`config.mk`:
```
export PLATFORM = sky130hd
export DESIGN_NAME = pipeline_memory_stage_mc_flat
export DESIGN_NICKNAME = d
export VERILOG_FILES = /design/src/rtl/pipeline_memory_stage_mc_if.sv /design/src/rtl/pipeline_memory_stage_mc.sv /design/src/flat_wrapper.sv
export SDC_FILE = /design/constraint.sdc
export NUM_CORES = 1
export LEC_CHECK = 0
export BUFFER_PORTS_ARGS = -buffer_cell sky130_fd_sc_hd__buf_2
export CORE_UTILIZATION = 45
export DETAILED_ROUTE_END_ITERATION = 7
export GPL_ROUTABILITY_DRIVEN = 0
export PLACE_DENSITY = 0.7
export SLEW_MARGIN = 20
export SYNTH_ARGS = -nofsm -noshare
export SYNTH_HDL_FRONTEND = slang
export SYNTH_SLANG_ARGS = --single-unit
```
`constraint.sdc`:
```
create_clock -name clock -period 8.8 [get_ports clock]
set_input_delay 0.44 -clock clock [delete_from_list [all_inputs] [get_ports clock]]
set_output_delay 0.44 -clock clock [all_outputs]
set_load 0.005 [all_outputs]
```
`src/rtl/pipeline_memory_stage_mc_if.sv`:
```
// Bundle of the memory-stage handshakes: upstream issue, downstream result,
// data-memory port and forwarding view.
interface pipeline_memory_stage_mc_if #(
    parameter int DATA_WIDTH   = 32,
    parameter int ADDR_WIDTH   = 32,
    parameter int REG_ID_WIDTH = 5
);
    // valid/ready: a beat transfers on a rising edge where both are high;
    // the producer holds valid and payload stable until that edge.
    logic                    in_valid;
    logic                    in_ready;
    logic [ADDR_WIDTH-1:0]   in_pc;
    logic                    in_load;
    logic                    in_store;
    logic [1:0]              in_size;
    logic                    in_unsigned;
    logic [ADDR_WIDTH-1:0]   in_addr;
    logic [DATA_WIDTH-1:0]   in_store_data;
    logic                    in_rw_en;
    logic [REG_ID_WIDTH-1:0] in_rw_id;
    logic                    in_rw_ready;
    logic [DATA_WIDTH-1:0]   in_rw_data;

    logic                    out_valid;
    logic                    out_ready;
    logic [ADDR_WIDTH-1:0]   out_pc;
    logic                    out_rw_en;
    logic [REG_ID_WIDTH-1:0] out_rw_id;
    logic                    out_rw_ready;
    logic [DATA_WIDTH-1:0]   out_rw_data;
    logic                    out_misaligned;

    logic                    dm_req;
    logic                    dm_ack;
    logic                    dm_we;
    logic [ADDR_WIDTH-1:0]   dm_addr;
    logic [DATA_WIDTH/8-1:0] dm_wstrb;
    logic [DATA_WIDTH-1:0]   dm_wdata;
    logic [DATA_WIDTH-1:0]   dm_rdata;

    logic [REG_ID_WIDTH-1:0] fwd_id;
    logic                    fwd_ready;
    logic [DATA_WIDTH-1:0]   fwd_data;

    logic                    dbg_state;

    modport slave (
        input  in_valid, in_pc, in_load, in_store, in_size, in_unsigned, in_addr,
               in_store_data, in_rw_en, in_rw_id, in_rw_ready, in_rw_data,
               out_ready, dm_ack, dm_rdata,
        output in_ready, out_valid, out_pc, out_rw_en, out_rw_id, out_rw_ready,
               out_rw_data, out_misaligned, dm_req, dm_we, dm_addr, dm_wstrb,
               dm_wdata, fwd_id, fwd_ready, fwd_data, dbg_state
    );

    modport master (
        output in_valid, in_pc, in_load, in_store, in_size, in_unsigned, in_addr,
               in_store_data, in_rw_en, in_rw_id, in_rw_ready, in_rw_data,
               out_ready, dm_ack, dm_rdata,
        input  in_ready, out_valid, out_pc, out_rw_en, out_rw_id, out_rw_ready,
               out_rw_data, out_misaligned, dm_req, dm_we, dm_addr, dm_wstrb,
               dm_wdata, fwd_id, fwd_ready, fwd_data, dbg_state
    );
endinterface

```
`src/rtl/pipeline_memory_stage_mc.sv`:
```
// Multi-cycle pipeline memory stage: IDLE/ACCESS FSM, lane steering, output register.
// Optional misaligned-access trap enabled by defining MEM_MISALIGN_TRAP_EN.
module pipeline_memory_stage_mc #(
    parameter int DATA_WIDTH   = 32,
    parameter int ADDR_WIDTH   = 32,
    parameter int REG_ID_WIDTH = 5
) (
    input logic clock,
    input logic reset,
    pipeline_memory_stage_mc_if.slave bus
);
    localparam int NB    = DATA_WIDTH / 8;
    localparam int OFFW  = $clog2(NB);
    localparam int SIDXW = $clog2(DATA_WIDTH);

    typedef enum logic {S_IDLE = 1'b0, S_ACCESS = 1'b1} state_e;

    state_e state_q, state_d;

    logic                    req_load_q, req_store_q, req_uns_q;
    logic [1:0]              req_size_q;
    logic [ADDR_WIDTH-1:0]   req_pc_q, req_addr_q;
    logic [DATA_WIDTH-1:0]   req_sdata_q, req_rw_data_q;
    logic                    req_rw_en_q, req_rw_ready_q;
    logic [REG_ID_WIDTH-1:0] req_rw_id_q;

    logic                    out_valid_q, out_valid_d;
    logic [ADDR_WIDTH-1:0]   out_pc_q, out_pc_d;
    logic                    out_rw_en_q, out_rw_en_d;
    logic [REG_ID_WIDTH-1:0] out_rw_id_q, out_rw_id_d;
    logic                    out_rw_ready_q, out_rw_ready_d;
    logic [DATA_WIDTH-1:0]   out_rw_data_q, out_rw_data_d;
    logic                    out_mis_q, out_mis_d;

    logic                    in_ready, dm_req;
    logic                    in_fire, in_mem, trap, go_access, ack_fire;
    logic [1:0]              in_esize;
    logic [OFFW-1:0]         lane;
    logic [SIDXW-1:0]        sign_idx;
    logic [DATA_WIDTH-1:0]   shifted, lmask, ld_ext, wdata;
    logic [NB-1:0]           wstrb;
    logic                    sign;
    logic [DATA_WIDTH:0]     res_in, res_acc;

    function automatic logic [1:0] clamp_size(input logic [1:0] s);
        return (int'(s) > OFFW) ? 2'(OFFW) : s;
    endfunction

    function automatic logic [OFFW-1:0] size_mask(input logic [1:0] s);
        return OFFW'((32'd1 << s) - 32'd1);
    endfunction

    // Result priority: no writeback, then upstream-produced data, then load data.
    function automatic logic [DATA_WIDTH:0] pick_result(
        input logic rw_en, input logic rw_ready, input logic [DATA_WIDTH-1:0] rw_data,
        input logic is_load, input logic [DATA_WIDTH-1:0] load_data);
        if (!rw_en)        return {1'b1, {DATA_WIDTH{1'b0}}};
        else if (rw_ready) return {1'b1, rw_data};
        else if (is_load)  return {1'b1, load_data};
        else               return {1'b0, {DATA_WIDTH{1'b0}}};
    endfunction

    always_comb begin
        in_esize = clamp_size(bus.in_size);
        in_mem   = bus.in_load || bus.in_store;
`ifdef MEM_MISALIGN_TRAP_EN
        trap     = in_mem && (|(bus.in_addr[OFFW-1:0] & size_mask(in_esize)));
`else
        trap     = 1'b0;
`endif
        in_fire   = bus.in_valid && in_ready;
        go_access = in_fire && in_mem && !trap;
        ack_fire  = (state_q == S_ACCESS) && bus.dm_ack;
    end

    always_ff @(posedge clock) begin
        if (reset) state_q <= S_IDLE;
        else       state_q <= state_d;
    end

    always_comb begin
        state_d = state_q;
        unique case (state_q)
            S_IDLE:   if (go_access) state_d = S_ACCESS;
            S_ACCESS: if (ack_fire)  state_d = S_IDLE;
        endcase
    end

    always_comb begin
        in_ready      = (state_q == S_IDLE) && (!out_valid_q || bus.out_ready);
        dm_req        = (state_q == S_ACCESS);
        bus.dbg_state = state_q;
    end

    // Misaligned addresses are truncated to the access size when steering lanes.
    always_comb begin
        lane     = req_addr_q[OFFW-1:0] & ~size_mask(req_size_q);
        shifted  = bus.dm_rdata >> {lane, 3'b000};
        sign_idx = SIDXW'((32'd8 << req_size_q) - 32'd1);
        lmask    = ~({DATA_WIDTH{1'b1}} << (32'd8 << req_size_q));
        sign     = !req_uns_q && shifted[sign_idx];
        ld_ext   = (shifted & lmask) | (sign ? ~lmask : '0);
        wdata    = '0;
        wstrb    = '0;
        for (int i = 0; i < NB; i++) begin
            wdata[i*8 +: 8] = req_sdata_q[(i % (1 << req_size_q))*8 +: 8];
            wstrb[i] = req_store_q && ((i >> req_size_q) == (int'(lane) >> req_size_q));
        end
    end

    always_comb begin
        res_in         = pick_result(bus.in_rw_en, bus.in_rw_ready, bus.in_rw_data,
                                     1'b0, '0);
        res_acc        = pick_result(req_rw_en_q, req_rw_ready_q, req_rw_data_q,
                                     req_load_q, ld_ext);
        out_valid_d    = out_valid_q && !bus.out_ready;
        out_pc_d       = out_pc_q;
        out_rw_en_d    = out_rw_en_q;
        out_rw_id_d    = out_rw_id_q;
        out_rw_ready_d = out_rw_ready_q;
        out_rw_data_d  = out_rw_data_q;
        out_mis_d      = out_mis_q;
        if (in_fire && !go_access) begin
            out_valid_d    = 1'b1;
            out_pc_d       = bus.in_pc;
            out_rw_en_d    = bus.in_rw_en;
            out_rw_id_d    = bus.in_rw_id;
            out_rw_ready_d = trap ? 1'b1 : res_in[DATA_WIDTH];
            out_rw_data_d  = trap ? '0 : res_in[DATA_WIDTH-1:0];
            out_mis_d      = trap;
        end else if (ack_fire) begin
            out_valid_d    = 1'b1;
            out_pc_d       = req_pc_q;
            out_rw_en_d    = req_rw_en_q;
            out_rw_id_d    = req_rw_id_q;
            out_rw_ready_d = res_acc[DATA_WIDTH];
            out_rw_data_d  = res_acc[DATA_WIDTH-1:0];
            out_mis_d      = 1'b0;
        end
    end

    always_ff @(posedge clock) begin
        if (reset) begin
            out_valid_q    <= 1'b0;
            out_pc_q       <= '0;
            out_rw_en_q    <= 1'b0;
            out_rw_id_q    <= '0;
            out_rw_ready_q <= 1'b0;
            out_rw_data_q  <= '0;
            out_mis_q      <= 1'b0;
        end else begin
            out_valid_q    <= out_valid_d;
            out_pc_q       <= out_pc_d;
            out_rw_en_q    <= out_rw_en_d;
            out_rw_id_q    <= out_rw_id_d;
            out_rw_ready_q <= out_rw_ready_d;
            out_rw_data_q  <= out_rw_data_d;
            out_mis_q      <= out_mis_d;
        end
    end

    // Load wins if both selects are raised; the access is then a plain read.
    always_ff @(posedge clock) begin
        if (reset) begin
            req_load_q     <= 1'b0;
            req_store_q    <= 1'b0;
            req_uns_q      <= 1'b0;
            req_size_q     <= '0;
            req_pc_q       <= '0;
            req_addr_q     <= '0;
            req_sdata_q    <= '0;
            req_rw_en_q    <= 1'b0;
            req_rw_id_q    <= '0;
            req_rw_ready_q <= 1'b0;
            req_rw_data_q  <= '0;
        end else if (go_access) begin
            req_load_q     <= bus.in_load;
            req_store_q    <= bus.in_store && !bus.in_load;
            req_uns_q      <= bus.in_unsigned;
            req_size_q     <= in_esize;
            req_pc_q       <= bus.in_pc;
            req_addr_q     <= bus.in_addr;
            req_sdata_q    <= bus.in_store_data;
            req_rw_en_q    <= bus.in_rw_en;
            req_rw_id_q    <= bus.in_rw_id;
            req_rw_ready_q <= bus.in_rw_ready;
            req_rw_data_q  <= bus.in_rw_data;
        end
    end

    assign bus.in_ready       = in_ready;
    assign bus.dm_req         = dm_req;
    assign bus.dm_we          = req_store_q && dm_req;
    assign bus.dm_addr        = {req_addr_q[ADDR_WIDTH-1:OFFW], {OFFW{1'b0}}};
    assign bus.dm_wstrb       = wstrb & {NB{dm_req}};
    assign bus.dm_wdata       = wdata;
    assign bus.out_valid      = out_valid_q;
    assign bus.out_pc         = out_pc_q;
    assign bus.out_rw_en      = out_rw_en_q;
    assign bus.out_rw_id      = out_rw_id_q;
    assign bus.out_rw_ready   = out_rw_ready_q;
    assign bus.out_rw_data    = out_rw_data_q;
    assign bus.out_misaligned = out_mis_q;
    assign bus.fwd_id         = out_valid_q ? out_rw_id_q : '0;
    assign bus.fwd_ready      = out_valid_q ? out_rw_ready_q : 1'b1;
    assign bus.fwd_data       = out_valid_q ? out_rw_data_q : '0;
endmodule

```
`src/flat_wrapper.sv`:
```
// flat-port wrapper written by rule: the top's interface ports become plain ports
module pipeline_memory_stage_mc_flat 
#(
    parameter int DATA_WIDTH   = 32,
    parameter int ADDR_WIDTH   = 32,
    parameter int REG_ID_WIDTH = 5
)
  (clock, reset, bus_in_valid, bus_in_pc, bus_in_load, bus_in_store, bus_in_size, bus_in_unsigned, bus_in_addr, bus_in_store_data, bus_in_rw_en, bus_in_rw_id, bus_in_rw_ready, bus_in_rw_data, bus_out_ready, bus_dm_ack, bus_dm_rdata, bus_in_ready, bus_out_valid, bus_out_pc, bus_out_rw_en, bus_out_rw_id, bus_out_rw_ready, bus_out_rw_data, bus_out_misaligned, bus_dm_req, bus_dm_we, bus_dm_addr, bus_dm_wstrb, bus_dm_wdata, bus_fwd_id, bus_fwd_ready, bus_fwd_data, bus_dbg_state);
  pipeline_memory_stage_mc_if #(.DATA_WIDTH(DATA_WIDTH), .ADDR_WIDTH(ADDR_WIDTH), .REG_ID_WIDTH(REG_ID_WIDTH)) bus_i ();
  input logic clock;
  input logic reset;
  input wire logic [$bits(bus_i.in_valid)-1:0] bus_in_valid;
  input wire logic [$bits(bus_i.in_pc)-1:0] bus_in_pc;
  input wire logic [$bits(bus_i.in_load)-1:0] bus_in_load;
  input wire logic [$bits(bus_i.in_store)-1:0] bus_in_store;
  input wire logic [$bits(bus_i.in_size)-1:0] bus_in_size;
  input wire logic [$bits(bus_i.in_unsigned)-1:0] bus_in_unsigned;
  input wire logic [$bits(bus_i.in_addr)-1:0] bus_in_addr;
  input wire logic [$bits(bus_i.in_store_data)-1:0] bus_in_store_data;
  input wire logic [$bits(bus_i.in_rw_en)-1:0] bus_in_rw_en;
  input wire logic [$bits(bus_i.in_rw_id)-1:0] bus_in_rw_id;
  input wire logic [$bits(bus_i.in_rw_ready)-1:0] bus_in_rw_ready;
  input wire logic [$bits(bus_i.in_rw_data)-1:0] bus_in_rw_data;
  input wire logic [$bits(bus_i.out_ready)-1:0] bus_out_ready;
  input wire logic [$bits(bus_i.dm_ack)-1:0] bus_dm_ack;
  input wire logic [$bits(bus_i.dm_rdata)-1:0] bus_dm_rdata;
  output wire logic [$bits(bus_i.in_ready)-1:0] bus_in_ready;
  output wire logic [$bits(bus_i.out_valid)-1:0] bus_out_valid;
  output wire logic [$bits(bus_i.out_pc)-1:0] bus_out_pc;
  output wire logic [$bits(bus_i.out_rw_en)-1:0] bus_out_rw_en;
  output wire logic [$bits(bus_i.out_rw_id)-1:0] bus_out_rw_id;
  output wire logic [$bits(bus_i.out_rw_ready)-1:0] bus_out_rw_ready;
  output wire logic [$bits(bus_i.out_rw_data)-1:0] bus_out_rw_data;
  output wire logic [$bits(bus_i.out_misaligned)-1:0] bus_out_misaligned;
  output wire logic [$bits(bus_i.dm_req)-1:0] bus_dm_req;
  output wire logic [$bits(bus_i.dm_we)-1:0] bus_dm_we;
  output wire logic [$bits(bus_i.dm_addr)-1:0] bus_dm_addr;
  output wire logic [$bits(bus_i.dm_wstrb)-1:0] bus_dm_wstrb;
  output wire logic [$bits(bus_i.dm_wdata)-1:0] bus_dm_wdata;
  output wire logic [$bits(bus_i.fwd_id)-1:0] bus_fwd_id;
  output wire logic [$bits(bus_i.fwd_ready)-1:0] bus_fwd_ready;
  output wire logic [$bits(bus_i.fwd_data)-1:0] bus_fwd_data;
  output wire logic [$bits(bus_i.dbg_state)-1:0] bus_dbg_state;
  assign bus_i.in_valid = bus_in_valid;
  assign bus_i.in_pc = bus_in_pc;
  assign bus_i.in_load = bus_in_load;
  assign bus_i.in_store = bus_in_store;
  assign bus_i.in_size = bus_in_size;
  assign bus_i.in_unsigned = bus_in_unsigned;
  assign bus_i.in_addr = bus_in_addr;
  assign bus_i.in_store_data = bus_in_store_data;
  assign bus_i.in_rw_en = bus_in_rw_en;
  assign bus_i.in_rw_id = bus_in_rw_id;
  assign bus_i.in_rw_ready = bus_in_rw_ready;
  assign bus_i.in_rw_data = bus_in_rw_data;
  assign bus_i.out_ready = bus_out_ready;
  assign bus_i.dm_ack = bus_dm_ack;
  assign bus_i.dm_rdata = bus_dm_rdata;
  assign bus_in_ready = bus_i.in_ready;
  assign bus_out_valid = bus_i.out_valid;
  assign bus_out_pc = bus_i.out_pc;
  assign bus_out_rw_en = bus_i.out_rw_en;
  assign bus_out_rw_id = bus_i.out_rw_id;
  assign bus_out_rw_ready = bus_i.out_rw_ready;
  assign bus_out_rw_data = bus_i.out_rw_data;
  assign bus_out_misaligned = bus_i.out_misaligned;
  assign bus_dm_req = bus_i.dm_req;
  assign bus_dm_we = bus_i.dm_we;
  assign bus_dm_addr = bus_i.dm_addr;
  assign bus_dm_wstrb = bus_i.dm_wstrb;
  assign bus_dm_wdata = bus_i.dm_wdata;
  assign bus_fwd_id = bus_i.fwd_id;
  assign bus_fwd_ready = bus_i.fwd_ready;
  assign bus_fwd_data = bus_i.fwd_data;
  assign bus_dbg_state = bus_i.dbg_state;
  pipeline_memory_stage_mc #(.DATA_WIDTH(DATA_WIDTH), .ADDR_WIDTH(ADDR_WIDTH), .REG_ID_WIDTH(REG_ID_WIDTH)) u_core (.clock(clock), .reset(reset), .bus(bus_i));
endmodule
```
==> flow_metrics.env <==
export IMPL_synth_edf_count=0
export IMPL_yosysTopAreaCell="dfxtp_1"
export IMPL_synth_top_area_share_pct=34.75
export IMPL_stdcell_area_mm2=0.01486
export IMPL_fin_skew_ps=10.77
export IMPL_clock_root_buffer="clkbuf_16"
export IMPL_numClockSinks=213
export IMPL_synthTopCellsByCount="458 x nand2_1, 213 x dfxtp_1, 179 x a21oi_1"
export IMPL_dpl_cell_area_mm2=0.01385
export IMPL_ys_types=91
export IMPL_wire_per_inst_um=18.01
export IMPL_antenna_found_initial=8
export IMPL_hold_class="in2reg"
export IMPL_die_w_um=167.1
export IMPL_p_total_mw=2.928
export IMPL_dr_pass1_iters=8
export IMPL_syn_avg_cell_area_um2=7.352
export IMPL_ys_top_cells_by_area="dfxtp_1 35%, nand2_1 14%, a21oi_1 7.3%, clkbuf_1 3.5%, nor2_1 3.4%"
export IMPL_start_util_pct=45.66
export IMPL_min_period_over_period_pct=93.87
export IMPL_grt_pass1_vias=12210
export IMPL_worst_path_largest_cell_delay_ps=690
export IMPL_relSlewSlack_pct=32.99
export IMPL_p_leak_nw=6.315
export IMPL_critPathSlowestCell="a211oi_2"
export IMPL_grt_max_degree=128
export IMPL_overflow=0
export IMPL_cts_buffers=25
export IMPL_final_cells=2269
export IMPL_vias_per_cell=5.845
export IMPL_areaGrowthSynthToFinish_pct=21.14
export IMPL_vias=13260
export IMPL_drc=1
export IMPL_cp_required_ps=8360
export IMPL_rsz0062_at_grt="false"
export IMPL_setup_slack_ps=539.1
export IMPL_drv_slew=0
export IMPL_grt_total_usage_pct=27.85
export IMPL_fill_cells=2576
export IMPL_routed_wl_mm=40.86
export IMPL_die_h_um=167.1
export IMPL_die_area_mm2=0.02793
export IMPL_dp_slack_ps=887.4
export IMPL_violations="DRC"
export IMPL_dpl_hpwl_mm=28.18
export IMPL_clk_pin_slew_worst_paths_ps=70
export IMPL_drtIter0Drc=1486
export IMPL_synthArstFlopShare_pct=0
export IMPL_post_cts_resized=0
export IMPL_status="complete, but fails checks"
export IMPL_timing_setup_tns_ps=0
export IMPL_ios=360
export IMPL_worstMarginPinSlew_ps=1004
export IMPL_syn_inst=1669
export IMPL_postCtsSetupBuffers=0
export IMPL_worst_path_max_fanout=17
export IMPL_portBuffers=356
export IMPL_crit_type="reg2out"
export IMPL_row_count=60
export IMPL_netlist_area_mm2=0.01227
export IMPL_dp_cells=2216
export IMPL_end_kind="primary output"
export IMPL_hold_buffers=0
export IMPL_ys_seq_area_share_pct=34.75
export IMPL_synth_flop_cell="dfxtp_1"
export IMPL_coreArea_mm2=0.02688
export IMPL_worstSetupStartpointType="register"
export IMPL_hold_slack_ps=138.8
export IMPL_max_freq_mhz=121.1
export IMPL_hold_viol=0
export IMPL_ys_ff_latch=213
export IMPL_fin_nets=2092
export IMPL_detail_route_antenna_nets=0
export IMPL_synth_most_common_cell="nand2_1"
export IMPL_power_density_mw_per_mm2=197.0
export IMPL_critPathArrivalTime_ps=7820
export IMPL_clock_path_buffers=3
export IMPL_drive_above_1_share_pct=24.38
export IMPL_path_cells="inv_1 > ha_1 > inv_1 > ha_1 > clkinv_1 > a311oi_1 > a211oi_1 > or4_4 > o211a_2 > a41o_1 > a211oi_2 > mux2i_1 > a211oi_2 > nor3_1 > or4_1 > nor3_1 > o311ai_0 > a21o_1 > a32oi_1 > o22ai_1 > buf_2"
export IMPL_cts_tree="built"
export IMPL_fin_crit_ps=8261
export IMPL_htreeDepth=1
export IMPL_cap_violations=0
export IMPL_setup_viol=0
export IMPL_ir_worst_vdd_uv=165.1
export IMPL_clk_latency_ps=530
export IMPL_yosys_warnings=0
export IMPL_grt_pass1_wl_mm=64.07
export IMPL_finish_utilization_pct=55.31
-- worst max-delay path: cells and delay by family, from the launching register on --
kind | cells | cell delay (ps)
buffers and inverters | 4 | 950
muxes | 1 | 310
AOI/OAI and AO/OA | 10 | 3280
and+or+nand+nor | 4 | 1200
DFF | 1 | 430
adders and majority gates | 2 | 1100
-- cell usage in the layout, fill, tap and decap left out, types with 9 or more instances in the layout --
| cell | n |
|---|---|
| nand2_1 | 457 |
| buf_2 | 355 |
| dfxtp_1 | 213 |
| a21oi_1 | 178 |
| nor2_1 | 110 |
| o21ai_0 | 48 |
| nor3_1 | 48 |
| and2_1 | 45 |
| a311oi_1 | 39 |
| a221oi_1 | 34 |
| mux2i_1 | 31 |
| nand3_1 | 27 |
| clkbuf_16 | 25 |
| nor2b_1 | 23 |
| o22ai_1 | 19 |
| and3_1 | 19 |
| mux4_2 | 16 |
| buf_4 | 15 |
| ha_1 | 12 |
| inv_1 | 11 |
| a211oi_1 | 9 |
-- power breakdown --
part	switching, mW	leakage, nW	internal [mW]
combinational	0.382	4.09	0.238
clock	0.430	0.481	0.791
sequential	0.0534	1.75	1.03
-- kinds of logic after synthesis --
| family | share of synthesized area [%] |
|---|---|
| XOR/XNOR | 0.2142 |
| AND/OR/NAND/NOR | 27.92 |
| multiplexers | 5.741 |
| AO/OA/AOI/OAI | 23.12 |
| other | 0.03056 |
| flip-flops | 34.75 |
| buffers and inverters | 6.903 |
| adder cells (fa/ha/maj) | 1.326 |
-- state kept, by name (all words and copies together), names as in the netlist, 2 cells and up --
signal / flops
u_core.bus.out_rw_data: 32
u_core.req_sdata_q: 32
u_core.bus.out_pc: 32
u_core.req_rw_id_q: 5
u_core.req_rw_data_q: 32
u_core.req_pc_q: 32
u_core.req_addr_q: 32
u_core.req_size_q: 2
u_core.bus.out_rw_id: 5
-- path summary, 6_finish.rpt --
path                    startpoint                         end  slack [ps]  depth (start not counted)
max           u_core.req_size_q[1]             bus_dm_wdata[7]         540                         21
min          bus_in_store_data[31]      u_core.req_sdata_q[31]         140                          3
max reg2reg   u_core.req_size_q[1]  u_core.bus.out_rw_data[30]        3940                         14
min reg2reg   u_core.req_addr_q[5]        u_core.req_addr_q[5]         450                          2
-- layout make-up --
class	instances	area (um^2)	share of cell area, %
clock buffers	30	684.4	4.604
repair buffers	371	1901	12.79
clock inverters	15	296.5	1.995
multi-input cells	1277	7219	48.57
inverters	14	52.55	0.3535
diodes	8	20.02	0.1347
well taps	341	426.7	2.870
flip-flops and latches	213	4264	28.69
-- metal layers --
metal  global-route usage (%)  vias up  share of wire (%)
met4                    11.65        2                3.6
met1                    35.67     6166                 41
met5                        0        -              0.032
met2                    45.06      679                 46
li1                         -     6308                  -
met3                    6.429      108                9.1
No activity file was read; power rests on OpenSTA's default activity.
